`src/rtl/mio_arbiter_pkg.sv`:
```
// Shared types and constants for the two-master MIO bus arbiter.
// The optional BUSY watchdog is enabled by defining MIO_ARB_TIMEOUT_EN.
package mio_arb_pkg;

  typedef enum logic [1:0] {
    IDLE = 2'd0,
    BUSY = 2'd1,
    DONE = 2'd2
  } arb_state_e;

  localparam logic MID_CPU = 1'b0;
  localparam logic MID_DMA = 1'b1;

  localparam int TIMEOUT_DEFAULT = 16;

endpackage

```
`src/rtl/mio_arbiter_if.sv`:
```
// Bus bundle between the two masters, the arbiter and the memory/MIO port.
// The arbiter uses the slave view; masters plus memory model use the master view.
interface mio_arb_if #(
  parameter int DW = 32,
  parameter int AW = 32
);
  logic          m0_req,   m1_req;
  logic          m0_we,    m1_we;
  logic [AW-1:0] m0_addr,  m1_addr;
  logic [DW-1:0] m0_wdata, m1_wdata;
  logic          m0_gnt,   m1_gnt;
  logic          m0_done,  m1_done;
  logic [DW-1:0] rdata;
  logic          err;
  logic          mem_req;
  logic          mem_w;
  logic [AW-1:0] mem_addr;
  logic [DW-1:0] mem_wdata;
  logic [DW-1:0] mem_rdata;
  logic          mem_ready;

  modport slave (
    input  m0_req, m1_req, m0_we, m1_we, m0_addr, m1_addr, m0_wdata, m1_wdata,
    input  mem_rdata, mem_ready,
    output m0_gnt, m1_gnt, m0_done, m1_done, rdata, err,
    output mem_req, mem_w, mem_addr, mem_wdata
  );

  modport master (
    output m0_req, m1_req, m0_we, m1_we, m0_addr, m1_addr, m0_wdata, m1_wdata,
    output mem_rdata, mem_ready,
    input  m0_gnt, m1_gnt, m0_done, m1_done, rdata, err,
    input  mem_req, mem_w, mem_addr, mem_wdata
  );

endinterface

```
`src/rtl/mio_arbiter_rr_pick.sv`:
```
// Combinational 2-way round-robin picker: on a tie the master other than
// 'last' wins, a single requester always wins.
module mio_rr_pick
  import mio_arb_pkg::*;
(
  input  logic [1:0] req,
  input  logic       last,
  output logic       valid,
  output logic       id
);

  always_comb begin
    valid = |req;
    id    = MID_CPU;
    if (req == 2'b11) begin
      id = ~last;
    end else if (req[1]) begin
      id = MID_DMA;
    end
  end

endmodule

```
`src/rtl/mio_arbiter.sv`:
```
// Two-master memory bus arbiter with registered request/ready sequencing.
// Define MIO_ARB_TIMEOUT_EN to add the BUSY watchdog that aborts with err.
module mio_arbiter
  import mio_arb_pkg::*;
#(
  parameter int TIMEOUT = TIMEOUT_DEFAULT,
  parameter int DW      = 32,
  parameter int AW      = 32
) (
  input logic     clk,
  input logic     reset,
  mio_arb_if.slave bus
);

  if ((TIMEOUT < 2) || (TIMEOUT > 255)) begin : g_bad_timeout
    $error("mio_arbiter: TIMEOUT must be within 2..255");
  end

  arb_state_e    state_q, state_d;
  logic          last_q,  last_d;
  logic          owner_q, owner_d;
  logic          we_q,    we_d;
  logic          err_q,   err_d;
  logic [AW-1:0] addr_q,  addr_d;
  logic [DW-1:0] wdata_q, wdata_d;
  logic [DW-1:0] rdata_q, rdata_d;
  logic          pick_valid, pick_id;
  logic          wdog_expired;

  mio_rr_pick u_pick (
    .req   ({bus.m1_req, bus.m0_req}),
    .last  (last_q),
    .valid (pick_valid),
    .id    (pick_id)
  );

`ifdef MIO_ARB_TIMEOUT_EN
  logic [7:0] wdog_q, wdog_d;

  // Zero outside BUSY, so the first BUSY cycle always starts from 0.
  always_comb begin
    wdog_d = 8'd0;
    if (state_q == BUSY) wdog_d = wdog_q + 8'd1;
  end

  always_ff @(posedge clk) begin
    if (reset) wdog_q <= 8'd0;
    else       wdog_q <= wdog_d;
  end

  assign wdog_expired = (wdog_q == 8'(TIMEOUT - 1));
`else
  assign wdog_expired = 1'b0;
`endif

  always_comb begin
    state_d = state_q;
    last_d  = last_q;
    owner_d = owner_q;
    we_d    = we_q;
    err_d   = err_q;
    addr_d  = addr_q;
    wdata_d = wdata_q;
    rdata_d = rdata_q;
    unique case (state_q)
      IDLE: begin
        if (pick_valid) begin
          state_d = BUSY;
          owner_d = pick_id;
          last_d  = pick_id;
          err_d   = 1'b0;
          we_d    = pick_id ? bus.m1_we    : bus.m0_we;
          addr_d  = pick_id ? bus.m1_addr  : bus.m0_addr;
          wdata_d = pick_id ? bus.m1_wdata : bus.m0_wdata;
        end
      end
      BUSY: begin
        // A ready on the expiry cycle still counts as a normal completion.
        if (bus.mem_ready) begin
          state_d = DONE;
          rdata_d = bus.mem_rdata;
          err_d   = 1'b0;
        end else if (wdog_expired) begin
          state_d = DONE;
          rdata_d = '0;
          err_d   = 1'b1;
        end
      end
      DONE:    state_d = IDLE;
      default: state_d = IDLE;
    endcase
  end

  always_ff @(posedge clk) begin
    if (reset) begin
      state_q <= IDLE;
      last_q  <= 1'b1;
      owner_q <= MID_CPU;
      we_q    <= 1'b0;
      err_q   <= 1'b0;
      addr_q  <= '0;
      wdata_q <= '0;
      rdata_q <= '0;
    end else begin
      state_q <= state_d;
      last_q  <= last_d;
      owner_q <= owner_d;
      we_q    <= we_d;
      err_q   <= err_d;
      addr_q  <= addr_d;
      wdata_q <= wdata_d;
      rdata_q <= rdata_d;
    end
  end

  assign bus.m0_gnt    = (state_q != IDLE) && (owner_q == MID_CPU);
  assign bus.m1_gnt    = (state_q != IDLE) && (owner_q == MID_DMA);
  assign bus.m0_done   = (state_q == DONE) && (owner_q == MID_CPU);
  assign bus.m1_done   = (state_q == DONE) && (owner_q == MID_DMA);
  assign bus.err       = (state_q == DONE) && err_q;
  assign bus.rdata     = rdata_q;
  assign bus.mem_req   = (state_q == BUSY);
  assign bus.mem_w     = (state_q == BUSY) && we_q;
  assign bus.mem_addr  = addr_q;
  assign bus.mem_wdata = wdata_q;

endmodule

```
`src/flat_wrapper.sv`:
```
// flat-port wrapper written by rule: the top's interface ports become plain ports
module mio_arbiter_flat import mio_arb_pkg::*;
#(
  parameter int TIMEOUT = TIMEOUT_DEFAULT,
  parameter int DW      = 32,
  parameter int AW      = 32
)
  (clk, reset, bus_m0_req, bus_m1_req, bus_m0_we, bus_m1_we, bus_m0_addr, bus_m1_addr, bus_m0_wdata, bus_m1_wdata, bus_mem_rdata, bus_mem_ready, bus_m0_gnt, bus_m1_gnt, bus_m0_done, bus_m1_done, bus_rdata, bus_err, bus_mem_req, bus_mem_w, bus_mem_addr, bus_mem_wdata);
  mio_arb_if #(.DW(DW), .AW(AW)) bus_i ();
  input logic clk;
  input logic reset;
  input wire logic [$bits(bus_i.m0_req)-1:0] bus_m0_req;
  input wire logic [$bits(bus_i.m1_req)-1:0] bus_m1_req;
  input wire logic [$bits(bus_i.m0_we)-1:0] bus_m0_we;
  input wire logic [$bits(bus_i.m1_we)-1:0] bus_m1_we;
  input wire logic [$bits(bus_i.m0_addr)-1:0] bus_m0_addr;
  input wire logic [$bits(bus_i.m1_addr)-1:0] bus_m1_addr;
  input wire logic [$bits(bus_i.m0_wdata)-1:0] bus_m0_wdata;
  input wire logic [$bits(bus_i.m1_wdata)-1:0] bus_m1_wdata;
  input wire logic [$bits(bus_i.mem_rdata)-1:0] bus_mem_rdata;
  input wire logic [$bits(bus_i.mem_ready)-1:0] bus_mem_ready;
  output wire logic [$bits(bus_i.m0_gnt)-1:0] bus_m0_gnt;
  output wire logic [$bits(bus_i.m1_gnt)-1:0] bus_m1_gnt;
  output wire logic [$bits(bus_i.m0_done)-1:0] bus_m0_done;
  output wire logic [$bits(bus_i.m1_done)-1:0] bus_m1_done;
  output wire logic [$bits(bus_i.rdata)-1:0] bus_rdata;
  output wire logic [$bits(bus_i.err)-1:0] bus_err;
  output wire logic [$bits(bus_i.mem_req)-1:0] bus_mem_req;
  output wire logic [$bits(bus_i.mem_w)-1:0] bus_mem_w;
  output wire logic [$bits(bus_i.mem_addr)-1:0] bus_mem_addr;
  output wire logic [$bits(bus_i.mem_wdata)-1:0] bus_mem_wdata;
  assign bus_i.m0_req = bus_m0_req;
  assign bus_i.m1_req = bus_m1_req;
  assign bus_i.m0_we = bus_m0_we;
  assign bus_i.m1_we = bus_m1_we;
  assign bus_i.m0_addr = bus_m0_addr;
  assign bus_i.m1_addr = bus_m1_addr;
  assign bus_i.m0_wdata = bus_m0_wdata;
  assign bus_i.m1_wdata = bus_m1_wdata;
  assign bus_i.mem_rdata = bus_mem_rdata;
  assign bus_i.mem_ready = bus_mem_ready;
  assign bus_m0_gnt = bus_i.m0_gnt;
  assign bus_m1_gnt = bus_i.m1_gnt;
  assign bus_m0_done = bus_i.m0_done;
  assign bus_m1_done = bus_i.m1_done;
  assign bus_rdata = bus_i.rdata;
  assign bus_err = bus_i.err;
  assign bus_mem_req = bus_i.mem_req;
  assign bus_mem_w = bus_i.mem_w;
  assign bus_mem_addr = bus_i.mem_addr;
  assign bus_mem_wdata = bus_i.mem_wdata;
  mio_arbiter #(.TIMEOUT(TIMEOUT), .DW(DW), .AW(AW)) u_core (.clk(clk), .reset(reset), .bus(bus_i));
endmodule
```
`config.mk`:
```
export PLATFORM = sky130hd
export DESIGN_NAME = mio_arbiter_flat
export DESIGN_NICKNAME = d
export VERILOG_FILES = /design/src/rtl/mio_arbiter_pkg.sv /design/src/rtl/mio_arbiter_if.sv /design/src/rtl/mio_arbiter_rr_pick.sv /design/src/rtl/mio_arbiter.sv /design/src/flat_wrapper.sv
export SDC_FILE = /design/constraint.sdc
export NUM_CORES = 1
export LEC_CHECK = 0
export CAP_MARGIN = 10
export CORE_ASPECT_RATIO = 0.8
export CORE_UTILIZATION = 38
export CTS_CLUSTER_DIAMETER = 30
export CTS_CLUSTER_SIZE = 14
export DETAILED_ROUTE_END_ITERATION = 12
export PLACE_DENSITY_LB_ADDON = 0.25
export SKIP_LAST_GASP = 1
export SYNTH_ARGS = -nofsm -noshare
export SYNTH_HDL_FRONTEND = slang
export SYNTH_SLANG_ARGS = --single-unit
```
`constraint.sdc`:
```
create_clock -name clk -period 1.6 [get_ports clk]
set_input_delay 0.16 -clock clk [delete_from_list [all_inputs] [get_ports clk]]
set_output_delay 0.16 -clock clk [all_outputs]
set_load 0.01 [all_outputs]
```
==> summary.md, run 1 <==
| Metric | Value |
|---|---|
| Gpl congestion | 0.802 |
| Die area | 0.0124 mm² |
| Mean post-synth cell area | 8.50 µm² |
| Crit path capture type | output port |
| Detail Route Antenna Nets | 0 |
| Sink Count | 101 |
| Area contributors post-synth | dfxtp_1 (44%), a311oi_2 (16%), nand2_1 (16%) |
| Comb pwr share | 29.2% |
| Area leader, netlist | dfxtp_1 |
| Worst path top cell family by delay | flip-flops |
| Global routing's busiest layer | met2 |
| Fin area | 0.00773 mm² |
| Ys async rst share | 0% |
| Mapped Area | around 0.0046 mm² |
| Seq cells post-synth | approximately 100 |
| Vias in the first global route | between 4,000 and 5,000 |
| Cell chain of the critical path | nor2b_1, and2_1, dlygate4sd2_1 |
| # hold bufs at CTS | 0 |
| Pwr dens | 912 mW/mm² |
| Port Buf Inserts | 268 |
| Final TNS setup | 0 ns |
| R2R Setup Slk | 0.14 ns |
| Layout cell share with drive strength beyond 1 | 12.4% |
| H-Tree Depth | 3 |
| Dpl hpwl | ~11 mm |
| Postcts setup bufs | 0 |
| Slew headroom | 62.2% |
| Period Utilization, post-route | 91.8% |
| Met3 global-route usage | slightly above 7% |
| Cts repair resizes | 10 |
| Cell with the most instances after synthesis | nand2_1 |
| Max-Cap Viols | 0 |
| Dpl cell area | 0.00744 mm² |
| Max Root-Sink Buffers | 2 |
| FMAX | between 600 and 700 MHz |
| First-pass GRT wire length | 22.7 mm |
| Total gr overflow | 0 |
| Max VDD drop | 0.598 mV |
| CTS tree | built |
| Critical path startpoint category | register |
| Overall power | 7050 µW |
| Drt wl/cell | ~16 µm |
| Switching pwr | 2030 µW |
| Pleak | 0.00284 µW |
| Status | completed |
| Die Y-Extent | 100 µm |
| P_int | 5020 µW |
| GRT Total Usage | 22.7% |
| I/O pin cnt | 270 |
| Worst EP arrival | about 1.3 ns |
| Seq/Total Area, Yosys | 44.4% |
| Slew Limit Fails | 0 |
| Met2 usage | 39.9% |
| Crit path buf inv count | 1 |
| Clk_lat worst skew | around 0.34 ns |
| Routed Wire Length | 14.8 mm |
| Rows | 35 |
| Clock root buffer master | clkbuf_16 |
| Crit path time final | about 1.5 ns |
| Global routing met1 resource utilization | ~26% |
| Switching Share | between 20% and 30% |
| Clock skew | 0.00712 ns |
| Syn nets | 703 |
| Chip width | 124 µm |
| Worst slew pin tran | 0.567 ns |
| Crit path largest cell delay | 0.39 ns |
| Worst EP required | 1.44 ns |
| Number of flops mapped to enable cells by yosys | 0 |
| Sequential Power Share | between 40% and 50% |
| Total number of vias | 4,869 |
| Vias per cell | 5.20 |
| Clock-pin transition on the worst setup and hold timing paths | about 0.07 ns |
| RSZ-0062 raised after global routing | no |
| Cts bufs inserted | 9 |
| Setup violations, final | 0 |
| Core box area | roughly 0.012 mm² |
| CP max-delay cell | dfxtp_2 |
| Number of diodes | 0 |
| Post-synth top area share | 44.4% |
| Post-layout net count | 950 |
| Mapped Cells | 536 |
| Fin Hold WS | about 0.37 ns |
| CP Max Fanout | 6 |
| Power share of the clock group | 29.8% |
| CP Class | register to output port |
| DRT Pass-1 Iters | 4 |
| Initial antenna violation count | 0 |
| Top_reg_cell synth | dfxtp_1 |
| YS warnings | 0 |
| DRC | 0 |
| Hold Crit Class | input port to register |
| Largest net degree at the start of global routing | between 100 and 150 |
| Hold Fails Final Rpt | 0 |
| Synth-to-Final Area Change | 69.6% |
| Yosys cell types | 25 |
| Initial Util | between 30 and 40% |
| Initial DRC Count | between 200 and 250 |
| Post-synth top cells | nand2_1 (196), dfxtp_1 (101), a21oi_1 (100) |
==> worst reg2reg max path, stage by stage (launching register included) <==
cell and delay (ns):
dfxtp_4 0.37, nor2_4 0.16, buf_4 0.41, a21oi_1 0.19, a311oi_2 0.26
==> metrics by stage <==
step / instances / worst slack [ns] / utilization, %
2_1_floorplan: 536 / 0.324 / -
3_3_place_gp: 920 / -0.0800 / 64.1
3_5_place_dp: 920 / -0.133 / 64.1
4_1_cts: 936 / 0.111 / 66.6
5_1_grt: 936 / 0.0489 / 66.6
6_report: 936 / 0.132 / 66.6
==> cells in the final DEF, fill, tap and decap left out, types with 3 or more instances in the layout <==
master,n
a311oi_1,15
a21oi_1,100
buf_4,15
clkbuf_16,9
dlygate4sd2_1,6
dfxtp_1,98
clkdlybuf4s50_1,261
clkinv_4,3
nand2_1,196
buf_12,9
a311oi_2,50
==> path summary, 6_finish.rpt <==
path                         from  depth (start not counted)                 endpoint
max             u_core.state_q[0]                          3                bus_mem_w
min             bus_mem_rdata[15]                          3     u_core.bus.rdata[15]
max reg2reg     u_core.state_q[1]                          4  u_core.bus.mem_wdata[1]
min reg2reg  u_core.bus.rdata[24]                          2     u_core.bus.rdata[24]
==> cell type report <==
type | instances | area (µm²)
timing repair buffer | 291 | 2960
fill | 912 | 3870
tap | 148 | 185
clock inverter | 6 | 53.8
sequential | 101 | 2030
clock buffer | 10 | 239
multi-input combinational | 380 | 2270
==> registers in the layout, indices dropped and copies added, names as in the netlist <==
| register | cells |
|---|---|
| u_core.bus.mem_addr | 32 |
| u_core.bus.mem_wdata | 32 |
| u_core.bus.rdata | 32 |
| u_core.state_q | 2 |
| u_core.last_q | 1 |
| u_core.owner_q | 1 |
| u_core.we_q | 1 |
==> layer usage <==
layer / part of all wire (%) / up-vias
met4: 3.0 / 0
met5: 0 / -
met1: 40 / 2263
met2: 50 / 206
li1: - / 2367
met3: 6.8 / 33
==> cells by family (layout without fill, tap and decap cells) <==
kind of cell           Yosys count  count (layout)  synth area share [%]
AOI/OAI and AO/OA              169             169                  31.2
buffers and inverters           55             307                  6.09
DFF                            101             101                  44.4
other                            1               1                0.0823
and+or+nand+nor                210             210                  18.3
==> power by group through the flow <==
stage               clock network [µW]  registers (µW)  logic (µW)
floorplan                            0            3040         843
global placement                     0            2940        2030
detailed placement                   0            2940        2070
CTS                               2140            2890        2070
global route                      2250            2920        2200
finish                            2100            2890        2060
(Power assumes the default switching activity.)
==> run 2: changes to the inputs <==
--- a/config.mk
+++ b/config.mk
@@ -7,10 +7,11 @@
 export LEC_CHECK = 0
 export CAP_MARGIN = 10
 export CORE_ASPECT_RATIO = 0.8
-export CORE_UTILIZATION = 38
+export CORE_UTILIZATION = 41
 export CTS_CLUSTER_DIAMETER = 30
 export CTS_CLUSTER_SIZE = 14
 export DETAILED_ROUTE_END_ITERATION = 12
+export DONT_BUFFER_PORTS = 1
 export PLACE_DENSITY_LB_ADDON = 0.25
 export SKIP_LAST_GASP = 1
 export SYNTH_ARGS = -nofsm -noshare
==> run 2 against run 1 <==
  * The run now ends with negative hold slack left
  * Clock-buffer cell count down 1
  * Sequential power up 6%
  * Clock power barely moved
  * Cell count fell by 30%
  * Hold slack lost 0.48 ns
  * Wire length shrank 17%
  * First-iteration DRC count down 11%
  * Critical path depth is the same
  * Cell area fell by 36%
  * Critical endpoint is now bus_m1_gnt
==> summary.md, run 2 (synthesized netlist as in run 1, its figures left out) <==
| Metric | Value |
|---|---|
| P_int | 4350 µW (-13%) |
| CTS tree | built |
| Commonest non-fill, non-tap cell in the layout | nand2_1 |
| Chip width | 120 µm (-3.7%) |
| Max Root-Sink Buffers | 2 (unchanged) |
| Synth-to-Final Area Change | 8.73% |
| Final TNS setup | 0 ns (unchanged) |
| Gpl congestion | 0.746 (-6.9%) |
| Port Buf Inserts | 0 (-100%) |
| Power share of the clock group | 34.1% (+4.3 points) |
| Number of diodes | 0 (unchanged) |
| Comb pwr share | 15.9% (-13 points) |
| Cts bufs inserted | 9 (unchanged) |
| Hold Crit Class | input port to register |
| Vias in the first global route | 3,344 (-28%) |
| Clk_lat worst skew | 0.34 ns (about the same) |
| I/O pin cnt | 270 (unchanged) |
| Max-Cap Viols | 0 (unchanged) |
| R2R depth | 4 (unchanged) |
| Core Util, Final | 45.7% (-21 points) |
| Clock skew | 0.00679 ns (-0.000331 ns) |
| Critical path startpoint category | register |
| Sequential Power Share | 49.9% (+8.9 points) |
| Multi-input logic area | 0.00227 mm² (+0.11%) |
| Clock-pin transition on the worst setup and hold timing paths | 0.07 ns (about the same) |
| RSZ-0062 raised after global routing | no |
| GRT Total Usage | 19.9% (-2.7 points) |
| WHS Endpoint | u_core.bus.mem_wdata[10] |
| Largest net degree at the start of global routing | 102 (unchanged) |
| R2R Path End | u_core.bus.mem_addr[31] |
| Initial DRC Count | 181 (-11%) |
| Worst EP required | 1.44 ns (about the same) |
| Drt wl/cell | 19.0 µm (+20%) |
| Max VDD drop | 0.524 mV (-12%) |
| Core box area | 0.0108 mm² (-6.5%) |
| Total number of vias | 3,810 (-22%) |
| Rows | 34 (-2.9%) |
| Sequential cell area | 0.00202 mm² (-0.31%) |
| Hold Fails Final Rpt | 99 (+99) |
| Pleak | 0.00174 µW (-39%) |
| Detail Route Antenna Nets | 0 (unchanged) |
| Initial antenna violation count | 0 (unchanged) |
| Hold path start | reset |
| Switching pwr | 1760 µW (-13%) |
| Clock root buffer master | clkbuf_16 |
| Setup violations, final | 0 (unchanged) |
| Fin Hold WS | -0.109 ns (-0.481 ns) |
| Non-Filler Instances | 652 (-30%) |
| Total gr overflow | 0 (unchanged) |
| R2R Setup Slk | 0.23 ns (+0.09 ns) |
| Post-layout net count | 673 (-29%) |
| First-pass GRT wire length | 17.7 mm (-22%) |
| Layout cell share with drive strength beyond 1 | 16.1% (+3.7 points) |
| Met2 WL | 5.93 mm (-20%) |
| Critical R2R Launch | u_core.last_q |
| Initial Util | 42.0% (+2.7 points) |
| Routed Wire Length | 12.4 mm (-17%) |
| Most frequent cells in the layout | nand2_1 (196), dfxtp_1 (101), a21oi_1 (100), a311oi_2 (50), a311oi_1 (15) |
| Dpl hpwl | 8.42 mm (-23%) |
| Crit path capture type | output port |
| Worst EP arrival | 1.33 ns (+0.02 ns) |
| Vias per cell | 5.84 (+12%) |
| Die area | 0.0115 mm² (-7.2%) |
| FILL cells | 1,072 (+18%) |
| Hold Path Depth | 1 (-2) |
| Failing checks | negative hold slack |
| FMAX | 669 MHz (-1.8%) |
| Wl on met1 | 5.00 mm (-17%) |
| Postcts setup bufs | 0 (unchanged) |
| CP Max Fanout | 55 (+49) |
| Max Used Layer | met4 |
| Switching Share | 28.8% (+0.032 points) |
| Pwr dens | 1230 mW/mm² (+35%) |
| DRT Pass-1 Iters | 6 (+2) |
| Status | complete, but fails checks |
| Sink Count | 101 (unchanged) |
| # hold bufs at CTS | 1 (+1) |
| DRC | 0 (unchanged) |
| Cells after DPL | 638 (-31%) |
| H-Tree Depth | 3 (unchanged) |
| Period Utilization, post-route | 93.4% (+1.6 points) |
| Crit path time final | 1.49 ns (+0.0264 ns) |
| Slew Limit Fails | 0 (unchanged) |
| Wire length on met3 | 1.08 mm (+6.7%) |
| Die Y-Extent | 96.3 µm (-3.7%) |
| CP Class | register to output port |
[run 2: changes by cell type in the layout (fill, tap and decap cells not counted), sizes merged, moves of 2 or more]
cell           before  now
buf                24   13
clkdlybuf4s50     261    0
clkinv              3    0
clkinvlp            1    3
dlygate4sd2         6    0
inv                 2    0
[run 2: worst max-delay path: stages (launching register included)]
cell and delay [ns]:
dfxtp_1 0.44, nor2_4 0.09, buf_12 0.19, nor2b_1 0.27
[run 2: per-stage QoR]
step / area [µm²] / hold WS, ns / total power (µW) / setup WS, ns
3_3_place_gp: 4670 / 0.236 / 4050 / 0.320
2_1_floorplan: 4560 / 0.296 / 3880 / 0.324
4_1_cts: 4950 / -0.127 / 6190 / 0.0273
5_1_grt: 4960 / -0.132 / 6420 / 0.0134
6_report: 4960 / -0.109 / 6110 / 0.106
3_5_place_dp: 4670 / 0.241 / 4090 / 0.241
[run 2: worst max-delay path by stage]
stage,slack (ns),startpoint,depth (start not counted),endpoint
5_1_grt,0.01,u_core.state_q[1],3,bus_m1_gnt
3_3_place_gp,0.32,u_core.last_q,4,u_core.bus.mem_wdata[31]
3_5_place_dp,0.24,u_core.last_q,4,u_core.bus.mem_addr[31]
2_1_floorplan,0.32,u_core.last_q,5,u_core.bus.mem_addr[18]
4_1_cts,0.03,u_core.state_q[0],2,bus_mem_w
6_report,0.11,u_core.state_q[1],3,bus_m1_gnt
[run 2: final cells by class]
cell class / instances / area share, %
Tap cell: 144 / 3.64
Clock inverter: 4 / 1.06
Timing Repair Buffer: 14 / 4.19
Multi-Input combinational cell: 380 / 45.8
Clock buffer: 9 / 4.54
Sequential cell: 101 / 40.8
[run 2: what timing repair did]
| action | 4_1_cts | 5_1_grt |
|---|---|---|
| gates resized for setup | 0 | 1 |
| endpoints found under the hold margin | 101 | 100 |
| endpoints found under the setup margin | 0 | 1 |
[run 2: power by group through the flow]
stage	Combinational [µW]	Clock, µW	Sequential [µW]
final	973	2090	3050
after detailed placement	980	0	3110
after floorplan	843	0	3040
after CTS	979	2160	3050
after global placement	942	0	3110
after global routing	1080	2260	3070
[run 2: metal layers]
metal,global-route usage [%],vias up
li1,-,1811
met2,33.2,204
met3,6.99,30
met1,23.0,1765
met5,0,-
met4,9.90,0
